--- config.mk ---
export PLATFORM = sky130hd
export DESIGN_NAME = async_fifo_rd_stream_flat
export DESIGN_NICKNAME = d
export VERILOG_FILES = /design/src/rtl/async_fifo_pkg.sv /design/src/rtl/async_fifo_rd_stream_if.sv /design/src/rtl/rd_skid_buf.sv /design/src/rtl/async_fifo_rd_stream.sv /design/src/flat_wrapper.sv
export SDC_FILE = /design/constraint.sdc
export NUM_CORES = 1
export LEC_CHECK = 0
export CORE_ASPECT_RATIO = 0.7
export CORE_UTILIZATION = 39
export DETAILED_ROUTE_END_ITERATION = 8
export GPL_TIMING_DRIVEN = 0
export SETUP_SLACK_MARGIN = 0.2
export SLEW_MARGIN = 20
export SYNTH_ARGS = -nofsm -noshare
export SYNTH_HDL_FRONTEND = slang
export SYNTH_SLANG_ARGS = --single-unit
--- constraint.sdc ---
create_clock -name clk -period 7.9 [get_ports clk]
set_input_delay 0.79 -clock clk [delete_from_list [all_inputs] [get_ports clk]]
set_output_delay 0.79 -clock clk [all_outputs]
set_load 0.01 [all_outputs]
--- src/rtl/async_fifo_pkg.sv ---
`default_nettype none
// ============================================================================
// Module      : async_fifo_pkg
// Description : Shared types and constants for the async_fifo read-side
//               stream adapter: FSM state enum, skid-buffer depth bounds and
//               the default data width.
// Revision    : 1.0 - initial release
// ============================================================================
package async_fifo_pkg;

  localparam int DEFAULT_DATA_WIDTH = 8;
  localparam int BUF_DEPTH_MIN      = 2;
  localparam int BUF_DEPTH_MAX      = 8;

  typedef enum logic [0:0] {
    RUN   = 1'b0,
    FLUSH = 1'b1
  } rd_stream_state_e;

endpackage
`default_nettype wire

--- src/rtl/async_fifo_rd_stream_if.sv ---
`default_nettype none
// ============================================================================
// Module      : async_fifo_rd_stream_if
// Description : Bundles the FIFO read port (has_data/rd_en/rd_data) and the
//               downstream valid/ready stream (m_valid/m_ready/m_data).
//               master : the adapter (drives rd_en, m_valid, m_data)
//               slave  : the environment (FIFO + consumer)
// Revision    : 1.0 - initial release
// ============================================================================
interface async_fifo_rd_stream_if
  import async_fifo_pkg::*;
#(
  parameter int DATA_WIDTH = DEFAULT_DATA_WIDTH
);

  logic                  has_data;
  logic                  rd_en;
  logic [DATA_WIDTH-1:0] rd_data;
  logic                  m_valid;
  logic                  m_ready;
  logic [DATA_WIDTH-1:0] m_data;

  modport master (
    input  has_data,
    input  rd_data,
    input  m_ready,
    output rd_en,
    output m_valid,
    output m_data
  );

  modport slave (
    output has_data,
    output rd_data,
    output m_ready,
    input  rd_en,
    input  m_valid,
    input  m_data
  );

endinterface
`default_nettype wire

--- src/rtl/rd_skid_buf.sv ---
`default_nettype none
// ============================================================================
// Module      : rd_skid_buf
// Description : BUF_DEPTH-entry circular buffer. Wrapping read/write
//               pointers plus an occupancy counter; clear has priority over
//               push/pop. Storage is reset so the head reads 0 after reset.
// Ports       : clk, rst_n      - clock, async active-low reset
//               push, push_data - write a word at the tail
//               pop             - remove the head word
//               clear           - empty the buffer
//               occ             - number of stored words (0..BUF_DEPTH)
//               head_data       - word at the head
// Revision    : 1.0 - initial release
// ============================================================================
module rd_skid_buf
  import async_fifo_pkg::*;
#(
  parameter  int DATA_WIDTH = DEFAULT_DATA_WIDTH,
  parameter  int BUF_DEPTH  = 2,
  localparam int OCC_W      = $clog2(BUF_DEPTH + 1),
  localparam int PTR_W      = $clog2(BUF_DEPTH)
) (
  input  wire                   clk,
  input  wire                   rst_n,
  input  wire                   push,
  input  wire  [DATA_WIDTH-1:0] push_data,
  input  wire                   pop,
  input  wire                   clear,
  output logic [OCC_W-1:0]      occ,
  output logic [DATA_WIDTH-1:0] head_data
);

  logic [DATA_WIDTH-1:0] r_mem [BUF_DEPTH];
  logic [PTR_W-1:0]      r_wr_ptr;
  logic [PTR_W-1:0]      r_rd_ptr;
  logic [OCC_W-1:0]      r_occ;

  // Explicit wrap so non-power-of-two depths work.
  function automatic logic [PTR_W-1:0] next_ptr(input logic [PTR_W-1:0] p);
    return (p == PTR_W'(BUF_DEPTH - 1)) ? '0 : p + PTR_W'(1);
  endfunction

  always_ff @(posedge clk or negedge rst_n) begin
    if (!rst_n) begin
      for (int i = 0; i < BUF_DEPTH; i++) r_mem[i] <= '0;
      r_wr_ptr <= '0;
      r_rd_ptr <= '0;
      r_occ    <= '0;
    end else if (clear) begin
      r_wr_ptr <= '0;
      r_rd_ptr <= '0;
      r_occ    <= '0;
    end else begin
      if (push) begin
        r_mem[r_wr_ptr] <= push_data;
        r_wr_ptr        <= next_ptr(r_wr_ptr);
      end
      if (pop) r_rd_ptr <= next_ptr(r_rd_ptr);
      case ({push, pop})
        2'b10:   r_occ <= r_occ + OCC_W'(1);
        2'b01:   r_occ <= r_occ - OCC_W'(1);
        default: r_occ <= r_occ;
      endcase
    end
  end

  assign occ       = r_occ;
  assign head_data = r_mem[r_rd_ptr];

endmodule
`default_nettype wire

--- src/rtl/async_fifo_rd_stream.sv ---
`default_nettype none
// ============================================================================
// Module      : async_fifo_rd_stream
// Description : Read-side adapter for async_fifo. Issues rd_en, absorbs the
//               one-cycle rd_data latency into a skid buffer and presents a
//               full-throughput valid/ready stream. A level flush drains and
//               discards FIFO contents; delivered and dropped words are
//               counted (both wrap).
// Ports       : clk, rst_n  - read-domain clock, async active-low reset
//               bus         - FIFO read port + downstream stream (master)
//               flush       - discard everything while high
//               flushing    - high while in the FLUSH state
//               word_count  - words accepted downstream
//               drop_count  - words discarded
// Revision    : 1.0 - initial release
// ============================================================================
module async_fifo_rd_stream
  import async_fifo_pkg::*;
#(
  parameter int DATA_WIDTH = DEFAULT_DATA_WIDTH,
  parameter int BUF_DEPTH  = 2,
  parameter int CNT_WIDTH  = 16
) (
  input  wire                  clk,
  input  wire                  rst_n,
  async_fifo_rd_stream_if.master bus,
  input  wire                  flush,
  output logic                 flushing,
  output logic [CNT_WIDTH-1:0] word_count,
  output logic [CNT_WIDTH-1:0] drop_count
);

  localparam int OCC_W = $clog2(BUF_DEPTH + 1);
  localparam int LVL_W = OCC_W + 1;

  if (BUF_DEPTH < BUF_DEPTH_MIN || BUF_DEPTH > BUF_DEPTH_MAX) begin : g_bad_depth
    $error("async_fifo_rd_stream: BUF_DEPTH out of range");
  end

  rd_stream_state_e      r_state;
  rd_stream_state_e      w_state_nxt;
  logic                  r_inflight;
  logic [OCC_W-1:0]      w_occ;
  logic [DATA_WIDTH-1:0] w_head;
  logic                  w_m_valid;
  logic                  w_pop;
  logic                  w_push;
  logic                  w_clear;
  logic                  w_rd_en;
  logic [LVL_W-1:0]      w_level;
  logic [CNT_WIDTH-1:0]  w_drop_inc;

  rd_skid_buf #(
    .DATA_WIDTH (DATA_WIDTH),
    .BUF_DEPTH  (BUF_DEPTH)
  ) u_skid (
    .clk       (clk),
    .rst_n     (rst_n),
    .push      (w_push),
    .push_data (bus.rd_data),
    .pop       (w_pop),
    .clear     (w_clear),
    .occ       (w_occ),
    .head_data (w_head)
  );

  always_ff @(posedge clk or negedge rst_n) begin
    if (!rst_n) begin
      r_state    <= RUN;
      r_inflight <= 1'b0;
      word_count <= '0;
      drop_count <= '0;
    end else begin
      r_state    <= w_state_nxt;
      r_inflight <= w_rd_en;
      word_count <= word_count + CNT_WIDTH'(w_pop);
      drop_count <= drop_count + w_drop_inc;
    end
  end

  always_comb begin
    w_state_nxt = r_state;
    w_m_valid   = 1'b0;
    w_rd_en     = 1'b0;
    w_push      = 1'b0;
    w_clear     = 1'b0;
    w_level     = '0;
    w_drop_inc  = '0;
    case (r_state)
      RUN: begin
        w_m_valid = (w_occ != '0);
        // Words the buffer will hold after this edge; a new read is only
        // issued if its word is guaranteed a free slot when it lands.
        w_level   = LVL_W'(w_occ) + LVL_W'(r_inflight)
                  - LVL_W'(w_m_valid & bus.m_ready);
        w_rd_en   = bus.has_data && (w_level < LVL_W'(BUF_DEPTH));
        if (flush) begin
          // Clear overrides the arriving word, so that word is dropped
          // together with whatever survives this cycle's pop.
          w_state_nxt = FLUSH;
          w_clear     = 1'b1;
          w_drop_inc  = CNT_WIDTH'(w_level);
        end else begin
          w_push = r_inflight;
        end
      end
      FLUSH: begin
        w_rd_en    = bus.has_data;
        w_drop_inc = CNT_WIDTH'(r_inflight);
        if (!flush && !r_inflight) w_state_nxt = RUN;
      end
      default: w_state_nxt = RUN;
    endcase
    // The FIFO must never see a read strobe while this block is in reset.
    w_rd_en = w_rd_en & rst_n;
  end

  assign w_pop       = w_m_valid & bus.m_ready;
  assign bus.rd_en   = w_rd_en;
  assign bus.m_valid = w_m_valid;
  assign bus.m_data  = w_head;
  assign flushing    = (r_state == FLUSH);

endmodule
`default_nettype wire

--- src/flat_wrapper.sv ---
// flat-port wrapper written by rule: the top's interface ports become plain ports
module async_fifo_rd_stream_flat import async_fifo_pkg::*;
#(
  parameter int DATA_WIDTH = DEFAULT_DATA_WIDTH,
  parameter int BUF_DEPTH  = 2,
  parameter int CNT_WIDTH  = 16
)
  (clk, rst_n, flush, flushing, word_count, drop_count, bus_has_data, bus_rd_data, bus_m_ready, bus_rd_en, bus_m_valid, bus_m_data);
  async_fifo_rd_stream_if #(.DATA_WIDTH(DATA_WIDTH)) bus_i ();
  input  wire clk;
  input  wire rst_n;
  input  wire flush;
  output logic flushing;
  output logic [CNT_WIDTH-1:0] word_count;
  output logic [CNT_WIDTH-1:0] drop_count;
  input wire logic [$bits(bus_i.has_data)-1:0] bus_has_data;
  input wire logic [$bits(bus_i.rd_data)-1:0] bus_rd_data;
  input wire logic [$bits(bus_i.m_ready)-1:0] bus_m_ready;
  output wire logic [$bits(bus_i.rd_en)-1:0] bus_rd_en;
  output wire logic [$bits(bus_i.m_valid)-1:0] bus_m_valid;
  output wire logic [$bits(bus_i.m_data)-1:0] bus_m_data;
  assign bus_i.has_data = bus_has_data;
  assign bus_i.rd_data = bus_rd_data;
  assign bus_i.m_ready = bus_m_ready;
  assign bus_rd_en = bus_i.rd_en;
  assign bus_m_valid = bus_i.m_valid;
  assign bus_m_data = bus_i.m_data;
  async_fifo_rd_stream #(.DATA_WIDTH(DATA_WIDTH), .BUF_DEPTH(BUF_DEPTH), .CNT_WIDTH(CNT_WIDTH)) u_core (.clk(clk), .rst_n(rst_n), .bus(bus_i), .flush(flush), .flushing(flushing), .word_count(word_count), .drop_count(drop_count));
endmodule
Yosys cells after proc, flatten, opt, wreduce, memory -nomap -nowiden. Index checks and enable logic that the tools add are counted.

Bits in registers: 54. Word-level logic and storage cells: 64.

Bitwise gates (word level): 7. Reductions and logical operators: 10. Muxes and demuxes: 24. Add/subtract/negate cells: 8. Equality and inequality tests: 2. Magnitude comparators: 4.

Operator list (number): $mux W8 (4); $pmux W16 S2 (1); $add A16 B1 Y16 (1); $add A16 B16 Y16 (1); $bwmux W16 (1); $mux W1 (12); $demux W8 S1 (1); $reduce_bool A2 Y1 (3); $ge A2 B2 Y1 const B (2); $not A1 Y2 (2); $pmux W1 S2 (2); $pmux W2 S2 (1); $add A2 B1 Y3 (1); $and A1 B1 Y1 (3); $logic_and A1 B1 Y1 (3); $lt A3 B2 Y1 const B (1); $mux W3 (1); $reduce_bool A3 Y1 (1); $sub A3 B3 Y3 (1); $add A1 B1 Y1 const B (2); $add A2 B1 Y2 const B (1); $eq A2 B1 Y1 const B (1); $eq A2 B2 Y1 const B (1); $logic_not A1 Y1 (2); 5 further kinds (6).

Longest topological paths before layout.
Depth after elaboration: 7. Mapped depth: 13. Gate-level depth less buffers: 13.

Cells and area by module. From an unflattened synthesis, not the netlist that was laid out.

Cell total of the unflattened synthesis: 194. Area, all modules: 2504.9 µm².

Modules (own cells, without submodules): async_fifo_rd_stream (area each 1611.5 µm², sequential area each 850.8 µm², instances 1, cells an instance 134); rd_skid_buf (area each 893.4 µm², sequential area each 500.5 µm², instances 1, cells an instance 60).

Least setup slack after synthesis. OpenSTA, ideal clock, no wires.

Path type: input to register. Start point: input port bus_m_ready. End point: register u_core.drop_count[10]. Setup slack: 4.656 ns. Stages on the path: 13. Buffers on the path: 0. Data arrival time: 3.118 ns. Library setup time: 0.126 ns. Cell sequence: o21ai_1 inv_1 ha_1 inv_1 ha_1 fa_1 xor2_1 nor3b_1 ha_1 a21oi_1 nor3_1 nand3_1 xnor2_1.

Cells in the longest elaborated chain, start to end: 5.

RTL lines: from (decl) (RTL line flat_wrapper.sv:18) `input wire logic [$bits(bus_i.m_ready)-1:0] bus_m_ready;`; $and A1 B1 Y1 (RTL line async_fifo_rd_stream.sv:95) `- LVL_W'(w_m_valid & bus.m_ready);`; $sub A3 B3 Y3 (RTL line async_fifo_rd_stream.sv:95); $mux W3 (RTL line async_fifo_rd_stream.sv:97) `if (flush) begin`; $pmux W16 S2 (RTL line async_fifo_rd_stream.sv:89) `case (r_state)`; $add A16 B16 Y16 (RTL line async_fifo_rd_stream.sv:77) `drop_count <= drop_count + w_drop_inc;`; to (signal assigned) (RTL line async_fifo_rd_stream.sv:77); to (decl) (RTL line async_fifo_rd_stream.sv:30) `output logic [CNT_WIDTH-1:0] drop_count`.

Every way passes these cells. The select of a mux whose other input is x is not followed. A chain may end at the register's enable or synchronous reset.

Worst setup path after layout.
Start point: input port bus_m_ready. End point: output port bus_rd_en.

Cells in the longest elaborated chain, start to end: 6.

RTL lines: $and A1 B1 Y1 (RTL line async_fifo_rd_stream.sv:95); $sub A3 B3 Y3 (RTL line async_fifo_rd_stream.sv:95); $lt A3 B2 Y1 (RTL line async_fifo_rd_stream.sv:96) `w_rd_en = bus.has_data && (w_level < LVL_W'(BUF_DEPTH));`; $logic_and A1 B1 Y1 (RTL line async_fifo_rd_stream.sv:96); $pmux W1 S2 (RTL line async_fifo_rd_stream.sv:89); $and A1 B1 Y1 (RTL line async_fifo_rd_stream.sv:115) `w_rd_en = w_rd_en & rst_n;`; to (decl) (RTL line flat_wrapper.sv:19) `output wire logic [$bits(bus_i.rd_en)-1:0] bus_rd_en;`.

Every way passes these cells.

==> impl_metrics.csv <==
group,metric,value,unit
outcome,status,"finished, violations left",
outcome,violations,"design-rule violations",
logic_synthesis,synth_area_per_cell,12.3,µm²
global_routing,grt_util_all_layers,15.6,%
pwr,power.density,293,nW/µm²
cts,cts_buffers,5,
detailed_routing,drc,6,
timing,max_slew_margin,54.8,%
setup_path,cp_max_fo,5,
detailed_routing,routed_wl,4920,µm
logic_synthesis,ys_seq_elements,54,
pwr,p_sw,0.306,mW
cts,cts_sinks,54,
placement,gp_congestion,0.748,
worst_hold_path,hold_path_class,"flip-flop to flip-flop",
cells_and_area,areaGrowthSynthToFinish,30.4,%
logic_synthesis,synth-main-ff-cell,"dfrtp_1",
logic_synthesis,async_flop_share,100,%
pwr,p_int,0.649,mW
logic_synthesis,synthDistinctLibCells,35,
placement,portBuffers,55,
logic_synthesis,yosys_warnings,0,
floorplan,core,5960,µm²
placement,hpwl,3590,µm
pwr,clkPwrFrac,20.3,%
pwr,ir_worst_vdd,0.000127,V
run,drv_cap,0,
global_routing,grt_pass1_vias,1650,
detailed_routing,final_antenna_net_count,0,
cts,cts_htree_levels,2,
setup_path,cp-end-kind,"output port",
floorplan,die_h,69.0,µm
cells_and_area,nets,288,
setup_path,crit_arrival,3390,ps
logic_synthesis,syn_inst,204,
floorplan,die_area,6740,µm²
logic_synthesis,synth.top_cell.area_share,54.1,%
detailed_routing,avgViaCountPerCell,4.95,
timing,post-route-min-period,4180,ps
setup_path,worstPathRequired,7110,ps
timing,worst_pin_slew,678,ps
timing,fin_tns_setup,0,ps
floorplan,row_count,23,
logic_synthesis,synth_nets,226,
timing,skew,6.51,ps
timing,final.period_utilization,52.9,%
cts,cts_buffer_depth,2,
cts,cts_tree,"done",
global_routing,grt_first_pass_wirelength,7960,µm
pwr,sw_frac_of_total,32.0,%
detailed_routing,first_pass_iters,6,
detailed_routing,drt_iter0_markers,39,
placement,place_area,3140,µm²
pwr,leakage,1.46,nW
timing,slew_viol_final,0,
timing,rsz0062_at_grt,"no",
timing,hold_violations,0,
floorplan,start_util,42.0,%
cts,cts_setup_buffers,0,
logic_synthesis,ys_top_cells_by_area,"dfrtp_1 (54%), mux2_2 (11%), xnor2_1 (5.6%)",
setup_path,start_kind,"primary input",
detailed_routing,wl_per_cell,14.4,µm
setup_path,critPathSlowestCell,"clkdlybuf4s50_1",
setup_path,slowest_delay,570,ps
global_routing,antenna_found_initial,0,
pwr,seqPwrFrac,42.8,%
global_routing,grt_overflow,0,
timing,max_freq,0.239,GHz
logic_synthesis,syn-cell-area,2500,µm²
logic_synthesis,synth_edf_count,0,
setup_path,worstPathCellList,"clkdlybuf4s50_1, o21ai_1, inv_1, ha_1, inv_1, ha_1, fa_1, xor2_1, a21oi_1, nor2_1, clkdlybuf4s50_1",
cells_and_area,diodes,0,
global_routing,grt_max_degree,56,
setup_path,critPathKind,"primary input to output port",
logic_synthesis,ys_seq_area_share,54.1,%
logic_synthesis,yosysTopAreaCell,"dfrtp_1",
pwr,pwr-share-comb,36.8,%
cts,clk_pin_slew_worst_paths,100,ps
cts,cts_hold_buf,0,
cells_and_area,drive_above_1_share,15.0,%
timing,setup_viol,0,
cells_and_area,design_area,3260,µm²
cts,cts_resized,0,
floorplan,io-pin-count,56,
floorplan,die_w,97.7,µm
cts,cts_root_buf,"clkbuf_8",
cts,clk-insertion-delay-late,310,ps
detailed_routing,dr_total_vias,1692,
==> cell families after synthesis <==
logic type | count (synthesis) | share of synthesized area, %
AO/OA/AOI/OAI | 13 | 3.20
buffers and inverters | 12 | 1.85
AND/OR/NAND/NOR | 62 | 14.5
multiplexers | 24 | 10.8
XOR/XNOR | 30 | 10.5
flip-flops | 54 | 54.1
adder cells (fa/ha/maj) | 9 | 5.11
==> per-stage QoR <==
step	std cells	hold WS, ps	util, %	setup WS, ps	power (mW)
2_1_floorplan	204	475	-	4660	0.595
5_1_grt	342	500	54.7	3560	1.02
4_1_cts	342	481	54.7	3700	0.968
3_3_place_gp	334	461	52.8	3100	0.760
6_report	342	472	54.7	3720	0.955
3_5_place_dp	334	465	52.7	3700	0.768
==> area by class of cell <==
type	count	area (µm²)
buffer	4	16.3
clock buffer	5	68.8
clock inverter	3	48.8
fill	520	2700
inverter	8	30.0
multi-input combinational	138	1100
sequential	54	1350
tap	75	93.8
timing repair buffer	55	548
==> registers in the layout (all words and copies together) (netlist names) <==
| name | flops |
|---|---|
| u_core.drop_count | 16 |
| u_core.u_skid.r_mem | 16 |
| u_core.word_count | 16 |
| u_core.u_skid.occ | 2 |
| u_core.flushing | 1 |
| u_core.r_inflight | 1 |
| u_core.u_skid.r_rd_ptr | 1 |
| u_core.u_skid.r_wr_ptr | 1 |
==> cells in the mapped netlist (all sizes together) (2+ instances only) <==
master and count:
nor2 12, and2 2, a21oi 5, nand3 11
nor4 4, o21ai 4, xnor2 16, inv 8
nor4b 2, ha 7, nor3 3, and3 5
nor2b 2, nand2 10, xor2 14, nand4 5
clkbuf 3, fa 2, dfrtp 54, mux2 24
nand2b 2
==> placed cells by master (no fill, tap or decap), types with 2 or more instances in the layout <==
cell and instances:
clkdlybuf4s50_1 54, dfrtp_1 54, mux2_2 24, xnor2_1 16, xor2_1 14, nor2_1 12
nand3_1 11, nand2_1 10, inv_1 7, ha_1 7, nand4_1 5, a21oi_1 5
and3_1 5, clkbuf_8 5, clkbuf_1 3, nor3_1 3, o21ai_0 3, nor2b_1 2
and2_1 2, nand2b_1 2, nor4_1 2, fa_1 2
==> path summary, 6_finish.rpt <==
check,from,end,slack (ps),cells past startpoint
max,bus_m_ready,bus_rd_en,3720,11
max in group asynchronous,rst_n,u_core.u_skid.r_mem[14]$_DFFE_PN0P_,6940,1
min,u_core.drop_count[15]$_DFF_PN0_,u_core.drop_count[15]$_DFF_PN0_,470,1
min in group asynchronous,rst_n,u_core.drop_count[3]$_DFF_PN0_,510,1
max reg2reg,u_core.u_skid.occ[0]$_DFFE_PN0P_,u_core.drop_count[10]$_DFF_PN0_,4560,13
min reg2reg,u_core.drop_count[15]$_DFF_PN0_,u_core.drop_count[15]$_DFF_PN0_,470,1
==> power groups by stage <==
| stage | logic (mW) | clock network, mW | registers (mW) |
|---|---|---|---|
| 6_report | 0.352 | 0.194 | 0.409 |
| 3_5_place_dp | 0.353 | 0 | 0.415 |
| 3_3_place_gp | 0.350 | 0 | 0.410 |
| 4_1_cts | 0.359 | 0.199 | 0.410 |
| 5_1_grt | 0.387 | 0.211 | 0.421 |
| 2_1_floorplan | 0.184 | 0 | 0.412 |
==> critical path: cells and delay by family <==
family / cells / cell delay, ps
AO/OA/AOI/OAI: 2 / 320
adder cells (fa/ha/maj): 3 / 830
AND/OR/NAND/NOR: 1 / 130
XOR/XNOR: 1 / 180
buffers and inverters: 4 / 1140
==> metal layers <==
metal | vias up | share of wire (%) | global-route usage (%)
li1 | 828 | - | -
met1 | 826 | 50 | 21.3
met2 | 31 | 45 | 24.4
met3 | 7 | 3.4 | 3.53
met4 | 0 | 1.4 | 6.44
met5 | - | 0 | 0
No activity file was read; power rests on OpenSTA's default activity.
